**src/rtl/spi_transmitter.sv**
```systemverilog
// SPI slave transmitter: oversamples ss/sclk on the system clock and shifts a
// buffered parallel word out on sdo, with a one-word holding register.
module spi_transmitter #(
  parameter bit ss_polarity   = 1'b1,
  parameter bit sclk_polarity = 1'b0,
  parameter bit sclk_phase    = 1'b0,
  parameter int bitcount      = 7,
  parameter bit msb_first     = 1'b1
) (
  input  logic              clock,
  input  logic              reset_n,
  input  logic              ss,
  input  logic              sclk,
  input  logic [bitcount:0] data,
  input  logic              load,
  output logic              ready,
  output logic              sdo,
  output logic              sdo_enable,
  output logic              busy,
  output logic              done,
  output logic              underrun,
  output logic              aborted
);
  localparam int cnt_w = (bitcount > 0) ? $clog2(bitcount + 1) : 1;
  localparam logic [cnt_w-1:0] last_cnt = cnt_w'(bitcount);
  localparam logic [cnt_w-1:0] cnt_zero = {cnt_w{1'b0}};
  localparam logic [cnt_w-1:0] cnt_one  = cnt_w'(1);
  localparam logic [bitcount:0] word_zero = {(bitcount + 1){1'b0}};

  typedef enum logic [0:0] {IDLE = 1'b0, SHIFT = 1'b1} state_t;

  state_t            state_r, state_nxt_s;
  logic              ss_meta_r, ss_sync_r, ss_prev_r;
  logic              sclk_meta_r, sclk_sync_r, sclk_prev_r;
  logic [bitcount:0] hold_r, hold_nxt_s, shift_r, shift_nxt_s, word_s;
  logic [cnt_w-1:0]  cnt_r, cnt_nxt_s;
  logic              ready_r, ready_nxt_s, wait_r, wait_nxt_s, seen_r, seen_nxt_s;
  logic              busy_r, busy_nxt_s, sdo_r, sdo_nxt_s, en_r, en_nxt_s;
  logic              done_r, done_nxt_s, under_r, under_nxt_s, abort_r, abort_nxt_s;
  logic              ss_act_s, ss_rise_s, lead_s, trail_s, sample_s, shift_e_s;
  logic              start_s, zero_start_s;

  // Bit of word w that goes out in position n of the serial frame.
  function automatic logic bit_at(input logic [bitcount:0] w, input logic [cnt_w-1:0] n);
    logic [cnt_w-1:0] idx;
    idx = msb_first ? (last_cnt - n) : n;
    return w[idx];
  endfunction

  // Two-stage synchronisers plus a history stage for edge detection.
  always_ff @(posedge clock or negedge reset_n) begin
    if (!reset_n) begin
      ss_meta_r   <= ~ss_polarity;
      ss_sync_r   <= ~ss_polarity;
      ss_prev_r   <= ~ss_polarity;
      sclk_meta_r <= sclk_polarity;
      sclk_sync_r <= sclk_polarity;
      sclk_prev_r <= sclk_polarity;
    end else begin
      ss_meta_r   <= ss;
      ss_sync_r   <= ss_meta_r;
      ss_prev_r   <= ss_sync_r;
      sclk_meta_r <= sclk;
      sclk_sync_r <= sclk_meta_r;
      sclk_prev_r <= sclk_sync_r;
    end
  end

  assign ss_act_s  = (ss_sync_r == ss_polarity);
  assign ss_rise_s = ss_act_s && (ss_prev_r != ss_polarity);
  assign lead_s    = (sclk_prev_r == sclk_polarity) && (sclk_sync_r != sclk_polarity);
  assign trail_s   = (sclk_prev_r != sclk_polarity) && (sclk_sync_r == sclk_polarity);
  assign sample_s  = sclk_phase ? trail_s : lead_s;
  assign shift_e_s = sclk_phase ? lead_s : trail_s;

  // Next-state, holding-register and output decode.
  always_comb begin
    state_nxt_s  = state_r;
    hold_nxt_s   = hold_r;
    ready_nxt_s  = ready_r;
    shift_nxt_s  = shift_r;
    cnt_nxt_s    = cnt_r;
    wait_nxt_s   = wait_r;
    seen_nxt_s   = seen_r;
    busy_nxt_s   = busy_r;
    sdo_nxt_s    = sdo_r;
    en_nxt_s     = en_r;
    done_nxt_s   = 1'b0;
    under_nxt_s  = 1'b0;
    abort_nxt_s  = 1'b0;
    start_s      = 1'b0;
    zero_start_s = 1'b0;
    word_s       = word_zero;

    if (load && ready_r) begin
      hold_nxt_s  = data;
      ready_nxt_s = 1'b0;
    end else begin
      hold_nxt_s  = hold_r;
    end

    case (state_r)
      IDLE: begin
        sdo_nxt_s  = 1'b0;
        en_nxt_s   = 1'b0;
        busy_nxt_s = 1'b0;
        cnt_nxt_s  = cnt_zero;
        seen_nxt_s = 1'b0;
        wait_nxt_s = 1'b0;
        if (ss_rise_s) begin
          state_nxt_s = SHIFT;
          en_nxt_s    = 1'b1;
          start_s     = 1'b1;
        end else begin
          state_nxt_s = IDLE;
        end
      end
      SHIFT: begin
        if (!ss_act_s) begin
          state_nxt_s = IDLE;
          en_nxt_s    = 1'b0;
          sdo_nxt_s   = 1'b0;
          busy_nxt_s  = 1'b0;
          cnt_nxt_s   = cnt_zero;
          seen_nxt_s  = 1'b0;
          wait_nxt_s  = 1'b0;
          shift_nxt_s = word_zero;
          if (busy_r && sample_s && (cnt_r == last_cnt)) begin
            done_nxt_s  = 1'b1;
          end else if (busy_r && ((cnt_r != cnt_zero) || seen_r || sample_s || shift_e_s)) begin
            abort_nxt_s = 1'b1;
          end else begin
            abort_nxt_s = 1'b0;
          end
        end else if (busy_r) begin
          if (sample_s) begin
            seen_nxt_s = 1'b1;
            if (cnt_r == last_cnt) begin
              done_nxt_s = 1'b1;
              busy_nxt_s = 1'b0;
              wait_nxt_s = 1'b1;
              cnt_nxt_s  = cnt_zero;
            end else begin
              cnt_nxt_s  = cnt_r + cnt_one;
            end
          end else if (shift_e_s) begin
            seen_nxt_s = 1'b1;
            sdo_nxt_s  = bit_at(shift_r, cnt_r);
          end else begin
            seen_nxt_s = seen_r;
          end
        end else if (wait_r) begin
          // With CPHA=0 an empty buffer defers the next word to the master's first sample.
          if (shift_e_s && (sclk_phase || !ready_r || load)) begin
            start_s = 1'b1;
          end else if (sample_s) begin
            start_s      = 1'b1;
            zero_start_s = 1'b1;
          end else begin
            start_s = 1'b0;
          end
        end else begin
          wait_nxt_s = 1'b1;
        end
      end
      default: begin
        state_nxt_s = IDLE;
        en_nxt_s    = 1'b0;
        sdo_nxt_s   = 1'b0;
        busy_nxt_s  = 1'b0;
      end
    endcase

    if (start_s) begin
      if (zero_start_s) begin
        word_s      = word_zero;
        under_nxt_s = 1'b1;
      end else if (!ready_r) begin
        word_s      = hold_r;
        ready_nxt_s = 1'b1;
      end else if (load) begin
        word_s      = data;
        ready_nxt_s = 1'b1;
        hold_nxt_s  = hold_r;
      end else begin
        word_s      = word_zero;
        under_nxt_s = 1'b1;
      end
      shift_nxt_s = word_s;
      busy_nxt_s  = 1'b1;
      wait_nxt_s  = 1'b0;
      seen_nxt_s  = shift_e_s | sample_s;
      sdo_nxt_s   = bit_at(word_s, cnt_zero);
      cnt_nxt_s   = cnt_zero;
      if (zero_start_s && (last_cnt == cnt_zero)) begin
        done_nxt_s = 1'b1;
        busy_nxt_s = 1'b0;
        wait_nxt_s = 1'b1;
      end else if (zero_start_s) begin
        cnt_nxt_s  = cnt_one;
      end else begin
        cnt_nxt_s  = cnt_zero;
      end
    end else begin
      word_s = word_zero;
    end
  end

  // State and registered outputs.
  always_ff @(posedge clock or negedge reset_n) begin
    if (!reset_n) begin
      state_r <= IDLE;
      hold_r  <= word_zero;
      shift_r <= word_zero;
      cnt_r   <= cnt_zero;
      ready_r <= 1'b1;
      wait_r  <= 1'b0;
      seen_r  <= 1'b0;
      busy_r  <= 1'b0;
      sdo_r   <= 1'b0;
      en_r    <= 1'b0;
      done_r  <= 1'b0;
      under_r <= 1'b0;
      abort_r <= 1'b0;
    end else begin
      state_r <= state_nxt_s;
      hold_r  <= hold_nxt_s;
      shift_r <= shift_nxt_s;
      cnt_r   <= cnt_nxt_s;
      ready_r <= ready_nxt_s;
      wait_r  <= wait_nxt_s;
      seen_r  <= seen_nxt_s;
      busy_r  <= busy_nxt_s;
      sdo_r   <= sdo_nxt_s;
      en_r    <= en_nxt_s;
      done_r  <= done_nxt_s;
      under_r <= under_nxt_s;
      abort_r <= abort_nxt_s;
    end
  end

  assign ready      = ready_r;
  assign sdo        = sdo_r;
  assign sdo_enable = en_r;
  assign busy       = busy_r;
  assign done       = done_r;
  assign underrun   = under_r;
  assign aborted    = abort_r;
endmodule

```
**config.mk**
```make
export PLATFORM = sky130hd
export DESIGN_NAME = spi_transmitter
export DESIGN_NICKNAME = d
export VERILOG_FILES = /design/src/rtl/spi_transmitter.sv
export SDC_FILE = /design/constraint.sdc
export NUM_CORES = 1
export LEC_CHECK = 0
export ABC_CLOCK_PERIOD_IN_PS = 1950
export CORE_UTILIZATION = 54
export DETAILED_ROUTE_END_ITERATION = 8
export PLACE_DENSITY = 0.78
export SETUP_SLACK_MARGIN = 0.02
export SLEW_MARGIN = 5
export SYNTH_ARGS = -nofsm -noshare
export SYNTH_HDL_FRONTEND = slang
export SYNTH_SLANG_ARGS = --single-unit
export TNS_END_PERCENT = 5
```
**constraint.sdc**
```tcl
create_clock -name clock -period 1.95 [get_ports clock]
set_clock_uncertainty 0.05 [all_clocks]
set_input_delay 0.2925 -clock clock [delete_from_list [all_inputs] [get_ports clock]]
set_output_delay 0.2925 -clock clock [all_outputs]
set_load 0.02 [all_outputs]
```
# Yosys cells after proc, flatten, opt, wreduce, memory -nomap -nowiden
# Cells that the tools add are included.
# totals
romBits,0
register_bits,35
ram_bits,0
memories,0
word_cells,137
latch_bits,0
# op_classes
div_mod_pow,0
mul,0
magnitude_cmp,1
bitwise,5
n_addsub,2
mux,79
n_shift,0
eq_ne,11
reduce_logical,20
# op_table
operator,n
$mux W8,11
$mux W1,54
$mux W3,5
$pmux W1 S2,7
$ne A4 B2 Y1 const B,3
$ne A5 B3 Y1 const B,2
$logic_and A1 B1 Y1,8
$ne A4 B3 Y1 const B,2
$reduce_and A2 Y1,4
$pmux W3 S2,1
$ne A5 B2 Y1 const B,1
$logic_or A1 B1 Y1,4
$lt A3 B4 Y1 const B,1
$not A1 Y1,4
$add A3 B1 Y3 const B,1
$bmux W1 S3,1
$eq A3 B3 Y1 const B,1
$reduce_and A3 Y1,1
$reduce_bool A3 Y1,1
$sub A3 B3 Y3 const A,1
$ne A2 B1 Y1 const B,1
$ne A2 B2 Y1 const B,1
$reduce_bool A2 Y1,1
$logic_not A1 Y1,1
$or A1 B1 Y1,1

# Longest topological paths before layout
# logic_depth
word_depth,10
mapped_depth,7
depth_no_buf,6

# Worst setup path after synthesis
# Ideal clock, no wire load.
# synth_timing
path_type,register to register
startpoint,register ready_r (netlist: ready)
endpoint,register seen_r
stages_incl_launch_ff,6
arrival_time_ns,1.561
required_ns,1.781
period_less_slack_ns,1.730
setup_ns,0.119
path_buffers,0
path_slack_ns,0.220
path_cell_list,dfstp_2 nand2b_2 a21o_1 a2111oi_2 o22ai_1 and2_1
# synth_between
elab_chain_len,10
elab_cells_between_ends,12
classes_between,eq/ne: 2; mux: 6; reduce/logical: 4
# synth_lines
item,line_no,text
"start, declared",37,"logic ready_r, ready_nxt_s, wait_r, wait_nxt_s, seen_r, seen_nxt_s;"
"start signal, assigned",230,ready_r <= ready_nxt_s;
$logic_not A1 Y1 *,n/a,
$logic_or A1 B1 Y1 *,154,if (shift_e_s && (sclk_phase || !ready_r || load)) begin
$logic_and A1 B1 Y1 *,154,
$mux W1 *,154,
$mux W1 *,152,end else if (wait_r) begin
$mux W1 *,135,end else if (busy_r) begin
$mux W1 *,119,if (!ss_act_s) begin
$pmux W1 S2 *,102,case (state_r)
$ne A5 B2 Y1 (no source line) / $ne A4 B2 Y1 (equally long branches),n/a,
$reduce_and A2 Y1 (no source line),n/a,
"end signal, assigned",232,seen_r <= seen_nxt_s;
"end, declared",37,
# Every way passes the cells marked *; elsewhere a longest branch is shown, timed or not.
# A chain may end at the register's enable or synchronous reset.

# Final worst setup path
# layout_timing
startpoint,register busy_r (netlist: busy)
endpoint,output busy
# layout_lines
item,line_no,text
"start, declared",38,"logic busy_r, busy_nxt_s, sdo_r, sdo_nxt_s, en_r, en_nxt_s;"
"start signal, assigned",233,busy_r <= busy_nxt_s;
"end, declared",19,"output logic busy,"
# No word-level cell between the ends.

==> flow_summary.json <==
{
  "powerDensity_mw_per_mm2": 803,
  "tightest_slew_ps": 465,
  "total_power_mw": 1.60,
  "drt-initial-drc-count": 51,
  "timing.hold.ws_ps": 298,
  "cpPeakStageDelay_ps": 620,
  "outcome": "finished with violations",
  "postSynthNetCount": 158,
  "slew_headroom_pct": 68.7,
  "ant_nets": 0,
  "vias_per_cell": 5.85,
  "antenna_found_initial": 0,
  "path_max_fanout": 11,
  "finalMaxSlewViolations": 0,
  "synth_edf_count": 0,
  "yosys.area_share.adder_pct": 3.71,
  "cp_cell_sequence": "buf_4 > clkdlybuf4s50_1",
  "wl_per_cell_um": 15.9,
  "ys_seq_area_share_pct": 52.1,
  "wl_um": 3220,
  "rsz0062_at_grt": "no",
  "synthDominantCellAreaShare_pct": 50.5,
  "grt.overflow.total": 0,
  "synthXorXnorAreaFrac_pct": 0,
  "cts_hold_buf": 0,
  "htreeDepth": 2,
  "worst-setup-path-type": "flop to output pin",
  "drc_errors": 1,
  "netlist_area_sq_mm": 0.00168,
  "cp_slowest_cell": "clkdlybuf4s50_1",
  "final.period_utilization_pct": 93.0,
  "grt_max_degree": 36,
  "ys_top_cells_by_area": "dfrtp_1 (51%), mux2_4 (7.1%), o2bb2ai_1 (4.2%)",
  "synth_cell_types": 37,
  "initial_core_util_pct": 59.0,
  "hold_viol_final": 0,
  "synth_top_family_by_area": "compound AO/OA/AOI/OAI gates",
  "arrival_ps": 1470,
  "period_needed_ps": 1810,
  "first_global_vias": 1261,
  "timing.setup.tns_ps": 0,
  "synth-compound-area-share_pct": 16.2,
  "synth_mux_area_share_pct": 11.6,
  "io_buffers": 19,
  "drive_gt1_share_pct": 18.7,
  "required_ps": 1610,
  "hp-class": "input pin to async pin",
  "syn_avg_cell_area_sq_um": 12.0,
  "clk_pin_slew_ps": 110,
  "dp.final_hpwl_um": 2410,
  "core_area_sq_mm": 0.00285,
  "antenna_cells": 0,
  "fmax_mhz": 551,
  "cts_tree": "built",
  "yosys.area.top_type": "dfrtp_1",
  "cts_root_buffer": "clkbuf_4",
  "syn_inst": 140,
  "firstDrtPassIters": 6,
  "postCtsSetupBuffers": 0,
  "netlist_top_cells_count": "dfrtp_1 (34), a21oi_1 (10), nand2_1 (9)",
  "synth-simple-area-share_pct": 13.3,
  "cts_max_path_buffers": 2,
  "maxCapViolCount": 0,
  "cts_sinks": 35,
  "ys.flop_type": "dfrtp_1",
  "cts-buffers-inserted": 5,
  "grt.total_usage_pct": 23.1,
  "yosys_warnings": 0,
  "leakage_nw": 0.921,
  "ios": 20,
  "rows": 19,
  "areaGrowthSynthToFinish_pct": 18.5,
  "peakVddDrop_mv": 0.532,
  "post_cts_resized": 1,
  "synth.ff_latch_count": 35,
  "synth_most_common_cell": "dfrtp_1",
  "die_area_sq_mm": 0.00335,
  "setup_viol": 0,
  "clock_latency_ps": 340,
  "cp-start-kind": "flop",
  "place_congestion": 0.853,
  "die_height_um": 57.8,
  "violations": "design-rule violations",
  "die_w_um": 57.8,
  "ys_async_sr_fraction_pct": 100,
  "nFillCells": 224,
  "num-nets-final": 188,
  "worst_setup_path_end_kind": "output pin",
  "grt_pass1_wl_um": 5730,
  "routed-via-count": 1182
}
==> layer usage <==
layer | up-vias | routed length (um) | track usage (%)
met2 | 30 | 1560 | 35.3
met3 | 5 | 158 | 6.25
met1 | 588 | 1470 | 31.6
li1 | 559 | - | -
met5 | - | 0 | 0
met4 | 0 | 33 | 8.84
==> flip-flops by register name, indices dropped and copies added, names as in the netlist <==
register / flops
sdo: 1
underrun: 1
sdo_enable: 1
ready: 1
cnt_r: 3
seen_r: 1
sclk_prev_r: 1
busy: 1
done: 1
wait_r: 1
state_r: 1
ss_act_s: 1
hold_r: 8
sclk_sync_r: 1
ss_meta_r: 1
shift_r: 8
sclk_meta_r: 1
ss_prev_r: 1
aborted: 1
==> through the flow <==
stage	util [%]	cells	area, sq um	setup WS [ps]
floorplan	-	140	1680	220
CTS	70.0	202	2000	114
detailed placement	68.1	194	1940	-15.6
finish	70.0	202	2000	136
global route	70.0	202	2000	62.3
global placement	68.1	194	1940	21.7
==> placed cells by master, fill, tap and decap left out, types with 3 or more instances in the layout <==
cell              n
mux2i_1           3
dfrtp_1          34
buf_4             8
o2bb2ai_1         8
nor2_1            7
clkdlybuf4s50_1  18
a21oi_1          10
nand2_1           9
and2b_1           6
inv_1             6
ha_1              5
nor2b_1           5
o21ai_0           5
mux2_4            8
clkbuf_4          5
nand3_1           4
==> final timing paths <==
path	start	endpoint	slack, ps	depth (start not counted)
max	busy	busy	140	2
min	reset_n	hold_r[2]	300	2
max reg2reg	sclk_sync_r	hold_r[4]	210	6
min reg2reg	sclk_meta_r	sclk_sync_r	310	0
max in group asynchronous	reset_n	ready	1220	2
min in group clock	sclk_meta_r	sclk_sync_r	310	0
==> critical path, delay by kind of cell, from the launching register on <==
family | cells | cell delay [ps]
DFF | 1 | 350
buffers and inverters | 2 | 790
==> logic make-up after synthesis <==
family,count (synthesis)
muxes,13
DFF,35
AOI/OAI and AO/OA,38
and+or+nand+nor,39
adders and majority gates,5
buffers and inverters,10
==> report_power, final <==
part	leakage [nW]	internal, mW	switching, mW
clock network	0.0282	0.139	0.237
logic	0.449	0.199	0.154
registers	0.444	0.818	0.0550
total	0.921	1.16	0.446
==> cell type report <==
cell class | count | area (sq um) | share of cell area (%)
Sequential cell | 35 | 877 | 43.9
Inverter | 6 | 22.5 | 1.13
Clock buffer | 6 | 41.3 | 2.07
Timing Repair Buffer | 27 | 249 | 12.5
Clock inverter | 2 | 12.5 | 0.627
Multi-Input combinational cell | 95 | 754 | 37.8
Tap cell | 31 | 38.8 | 1.94
No activity file was read; power rests on OpenSTA's default activity.
==> variant 1 (config.mk and constraints unchanged) <==
Reset style: synchronous (`reset_n`), changed in 2 clocked blocks.
--- a/src/rtl/spi_transmitter.sv
+++ b/src/rtl/spi_transmitter.sv
@@ -49,5 +49,5 @@
 
   // Two-stage synchronisers plus a history stage for edge detection.
-  always_ff @(posedge clock or negedge reset_n) begin
+  always_ff @(posedge clock) begin
     if (!reset_n) begin
       ss_meta_r   <= ~ss_polarity;
@@ -208,5 +208,5 @@
 
   // State and registered outputs.
-  always_ff @(posedge clock or negedge reset_n) begin
+  always_ff @(posedge clock) begin
     if (!reset_n) begin
       state_r <= IDLE;
Function: differs if reset_n is asserted again (counterexample within 4 cycles, from zero or initial values and one cycle with reset_n low); with reset_n held inactive, the same outputs for 10 cycles.
==> variant 1 against the original RTL <==
The flow still finishes with violations (DRC). Setup slack gained 0.024 ns. Register-to-register slack hardly changed. Die area shrank 3.3%. Final area down 2.9%. Synthesized cell count increased by 25%. Sequential share of layout area down 7.8 points. Synthesized area shrank 3.4%. Sequential cell count unchanged. Routed wire length up 3.8%. Critical path type unchanged. Highest routed layer unchanged.
Power is not compared: it rests on default switching activity, and its combinational part moved more than twofold at a synthesized area within 25%.
==> variant 1: results (changes against the original RTL) <==
status finished with violations; violations in the final reports DRC; met1 global-route usage 27.1% (-4.5 points); maximum vdd drop approximately 0.41 mV; post-synthesis compound-gate area fraction 19.9% (+3.7 points); Hold Crit Class reg2reg; worst slack, placed 0.155 ns (+0.171 ns); mux cell area share after synthesis 8.38% (-3.2 points); Layout area overhead 19.1%; die area 3240 sq um (-3.3%); Placed Area 1870 sq um (-3.9%); GR Layer Usage met3 6.22% (-0.029 points); # nets final 217 (+15%); vias 1,338 (+13%); Synth cell types 38 (+2.7%); proportion of layout cells with a drive suffix above 1 12.0% (-6.7 points); Post-Route WL 3.34 mm (+3.8%); fill count 223 (-0.45%); Initial DRC Count 69 (+35%); HPWL after DPL 2.44 mm (+1.4%); Worst slew margin 70.7% (+2.0 points); hold path cells 1; post-CTS sizing 0 (-1); synth cell count leaders dfxtp_1, nand2_1, inv_1; largest net degree at the start of global routing 19 (-47%); gpl congestion 0.880 (+3.1%); register area share after synthesis 43.1% (-9.0 points); DR pass1 iterations 6 (unchanged); first-pass GRT wire length 5.47 mm (-4.5%); Adder-Cell Fraction of Synth Area 3.85% (+0.13 points); FF-to-FF path depth 4 (-2); Top FF cell, synth dfxtp_1; Post-synth ARST share 0% (-100 points); # DRC 2 (+1); largest cells by area after synthesis dfxtp_1, nand2_1, mux2i_1; CP arrival 1.45 ns (-0.02 ns)
-- variant 1: cell types whose count changed after synthesis, moves of 4 or more --
cell and delta:
dfxtp_1 +35, mux2_4 -8, nand3_1 +5, a31oi_1 +8, inv_1 +5, dfrtp_1 -34, clkbuf_1 +5, and2b_1 -6
and2_1 +4, mux2i_1 +5, nand2_1 +17
-- variant 1: critical path, stage by stage, from the launching register on --
cell             delay, ns
dfxtp_1               0.34
buf_4                 0.17
clkdlybuf4s50_1       0.61
-- variant 1: layer usage --
layer | wire (um) | vias up
met1 | 1480 | 624
met5 | 0 | -
li1 | - | 662
met3 | 186 | 6
met2 | 1620 | 46
met4 | 50 | 0
-- variant 1: final timing paths --
kind                                  start  slack (ns)           to
worst max register to register       wait_r        0.21    hold_r[2]
worst min-delay path            sclk_meta_r        0.39  sclk_sync_r
worst max-delay path                   busy        0.16         busy
worst min register to register  sclk_meta_r        0.39  sclk_sync_r
-- variant 1: power by group through the flow --
stage          registers (mW)  logic [mW]  clock network (mW)
2_1_floorplan           0.766      0.0944                   0
3_3_place_gp            0.765       0.151                   0
3_5_place_dp            0.766       0.156                   0
4_1_cts                 0.750       0.157               0.449
5_1_grt                 0.753       0.171               0.487
6_report                0.749       0.158               0.440
-- variant 1: cell type report --
class	instances	area share, %
multi-input cells	119	43.2
well taps	31	2.00
repair buffers	27	12.9
clock buffers	8	3.55
flip-flops and latches	35	36.2
inverters	11	2.13
-- variant 1: metrics by stage --
step,hold slack [ns],cells
2_1_floorplan,0.362,175
3_3_place_gp,0.368,223
3_5_place_dp,0.371,223
4_1_cts,0.395,231
5_1_grt,0.421,231
6_report,0.393,231
==> variant 2 (same flow settings) <==
Without the edit above. `sclk_polarity`: 1'b0 -> 1'b1.
--- a/src/rtl/spi_transmitter.sv
+++ b/src/rtl/spi_transmitter.sv
@@ -3,5 +3,5 @@
 module spi_transmitter #(
   parameter bit ss_polarity   = 1'b1,
-  parameter bit sclk_polarity = 1'b0,
+  parameter bit sclk_polarity = 1'b1,
   parameter bit sclk_phase    = 1'b0,
   parameter int bitcount      = 7,
Function: changed (a bounded check fails within 10 cycles, from zero or initial values and one cycle with reset_n low).
==> variant 2 against the original RTL <==
Total power up 0.17%. Final area up 0.75%. Setup slack worse by 0.018 ns. Die area up 0.21%. Synthesized area up 0.22%. Register-to-register slack worse by 0.06 ns. Sequential cell count unchanged. Routed wire length up 0.16%. Largest power group unchanged.
==> variant 2: results (changes against the original RTL) <==
Initial DRC Count 59 (+16%); Post-Route WL 3.22 mm (+0.16%); # nets final 189 (+0.53%); post-CTS sizing 0 (-1); Worst-path clk slew 0.11 ns (about the same); P_leak 0.928 nW (+0.70%); CP arrival 1.49 ns (+0.02 ns); vias in the first global route 1,204 (-4.5%); setup slack, reg-to-reg 0.15 ns (-0.06 ns); met1 global-route usage 31.1% (-0.51 points); max incr delay on CP about 0.6 ns; Post-synth ARST share 100% (unchanged); Via density 6.00 (+2.5%); register area share after synthesis 52.2% (+0.11 points); GR Layer Usage met3 6.70% (+0.45 points); initial antenna violation count 0 (unchanged); DR pass1 iterations 6 (unchanged); postcts setup bufs 0 (unchanged); crit path max-delay cell type clkdlybuf4s50_1; CTS Buf Count 5 (unchanged); fill count 210 (-6.3%); status completed; largest cells by area after synthesis dfrtp_1, mux2_4, dfstp_2; Hold Crit Class in2async; synthesized area per cell 12.1 sq um (+0.22%); synth cell count leaders dfrtp_1, a21oi_1, nand2_1; maximum vdd drop 0.543 mV (+2.1%); YS warnings 0 (unchanged); first-pass GRT wire length 5.55 mm (-3.1%); DR WL/cell 15.9 um (-0.34%); placed cells 195 (+0.52%); Root Buffer clkbuf_4; HPWL after DPL 2.39 mm (-0.52%); ANT cells 0 (unchanged); Crit path max-delay family buffers and inverters; Max Root-Sink Buffers 2 (unchanged); slew at the pin with the worst max-slew slack 0.455 ns (-0.00968 ns); clk_lat worst skew 0.34 ns (about the same); H-tree levels 2 (unchanged); met2 usage 33.5% (-1.8 points); proportion of layout cells with a drive suffix above 1 20.9% (+2.2 points); GRT Overall Usage 22.4% (-0.70 points); port bufs 19 (unchanged); gpl congestion 0.841 (-1.4%)
-- variant 2: final timing paths --
path | from | end | cells past startpoint
worst max-delay path | busy | busy | 2
worst min-delay path | reset_n | hold_r[6] | 2
worst max register to register | sclk_sync_r | sdo | 7
worst min register to register | ss_meta_r | ss_act_s | 0
max in group asynchronous | reset_n | sclk_prev_r | 2
min in group clock | ss_meta_r | ss_act_s | 0
-- variant 2: cell families after synthesis --
kind of cell	synth area share [%]
buffers and inverters	3.11
and+or+nand+nor	13.3
DFF	52.2
AOI/OAI and AO/OA	16.2
adders and majority gates	3.71
muxes	11.6
-- variant 2: power breakdown --
part           total (mW)  internal, mW  leakage (nW)  switching [mW]
Sequential          0.875         0.820         0.441          0.0544
Combinational       0.359         0.202         0.460           0.156
Clock               0.371         0.144        0.0265           0.228
Total                1.60          1.17         0.928           0.438
-- variant 2: per-layer routing --
layer	vias up	wire, um
li1	566	-
met1	606	1490
met2	37	1490
met3	9	182
met4	0	61
met5	-	0
-- variant 2: layout make-up --
type                       instances  share of cell area, %
clock buffer                       8                   2.43
multi-input combinational         95                   37.8
inverter                           6                   1.12
tap                               31                   1.93
sequential                        35                   43.8
timing repair buffer              28                   12.9
-- variant 2: stage by stage --
| step | setup WS [ns] | utilization, % | total power, mW | cell area, sq um | hold slack, ns |
|---|---|---|---|---|---|
| floorplan | 0.0708 | - | 1.12 | 1690 | -0.0531 |
| global placement | 0.0385 | 68.5 | 1.23 | 1950 | 0.284 |
| detailed placement | -0.00817 | 68.5 | 1.25 | 1950 | 0.286 |
| CTS | 0.0279 | 70.2 | 1.62 | 2000 | 0.299 |
| global route | 0.0549 | 70.5 | 1.68 | 2010 | 0.308 |
| finish | 0.118 | 70.5 | 1.60 | 2010 | 0.290 |
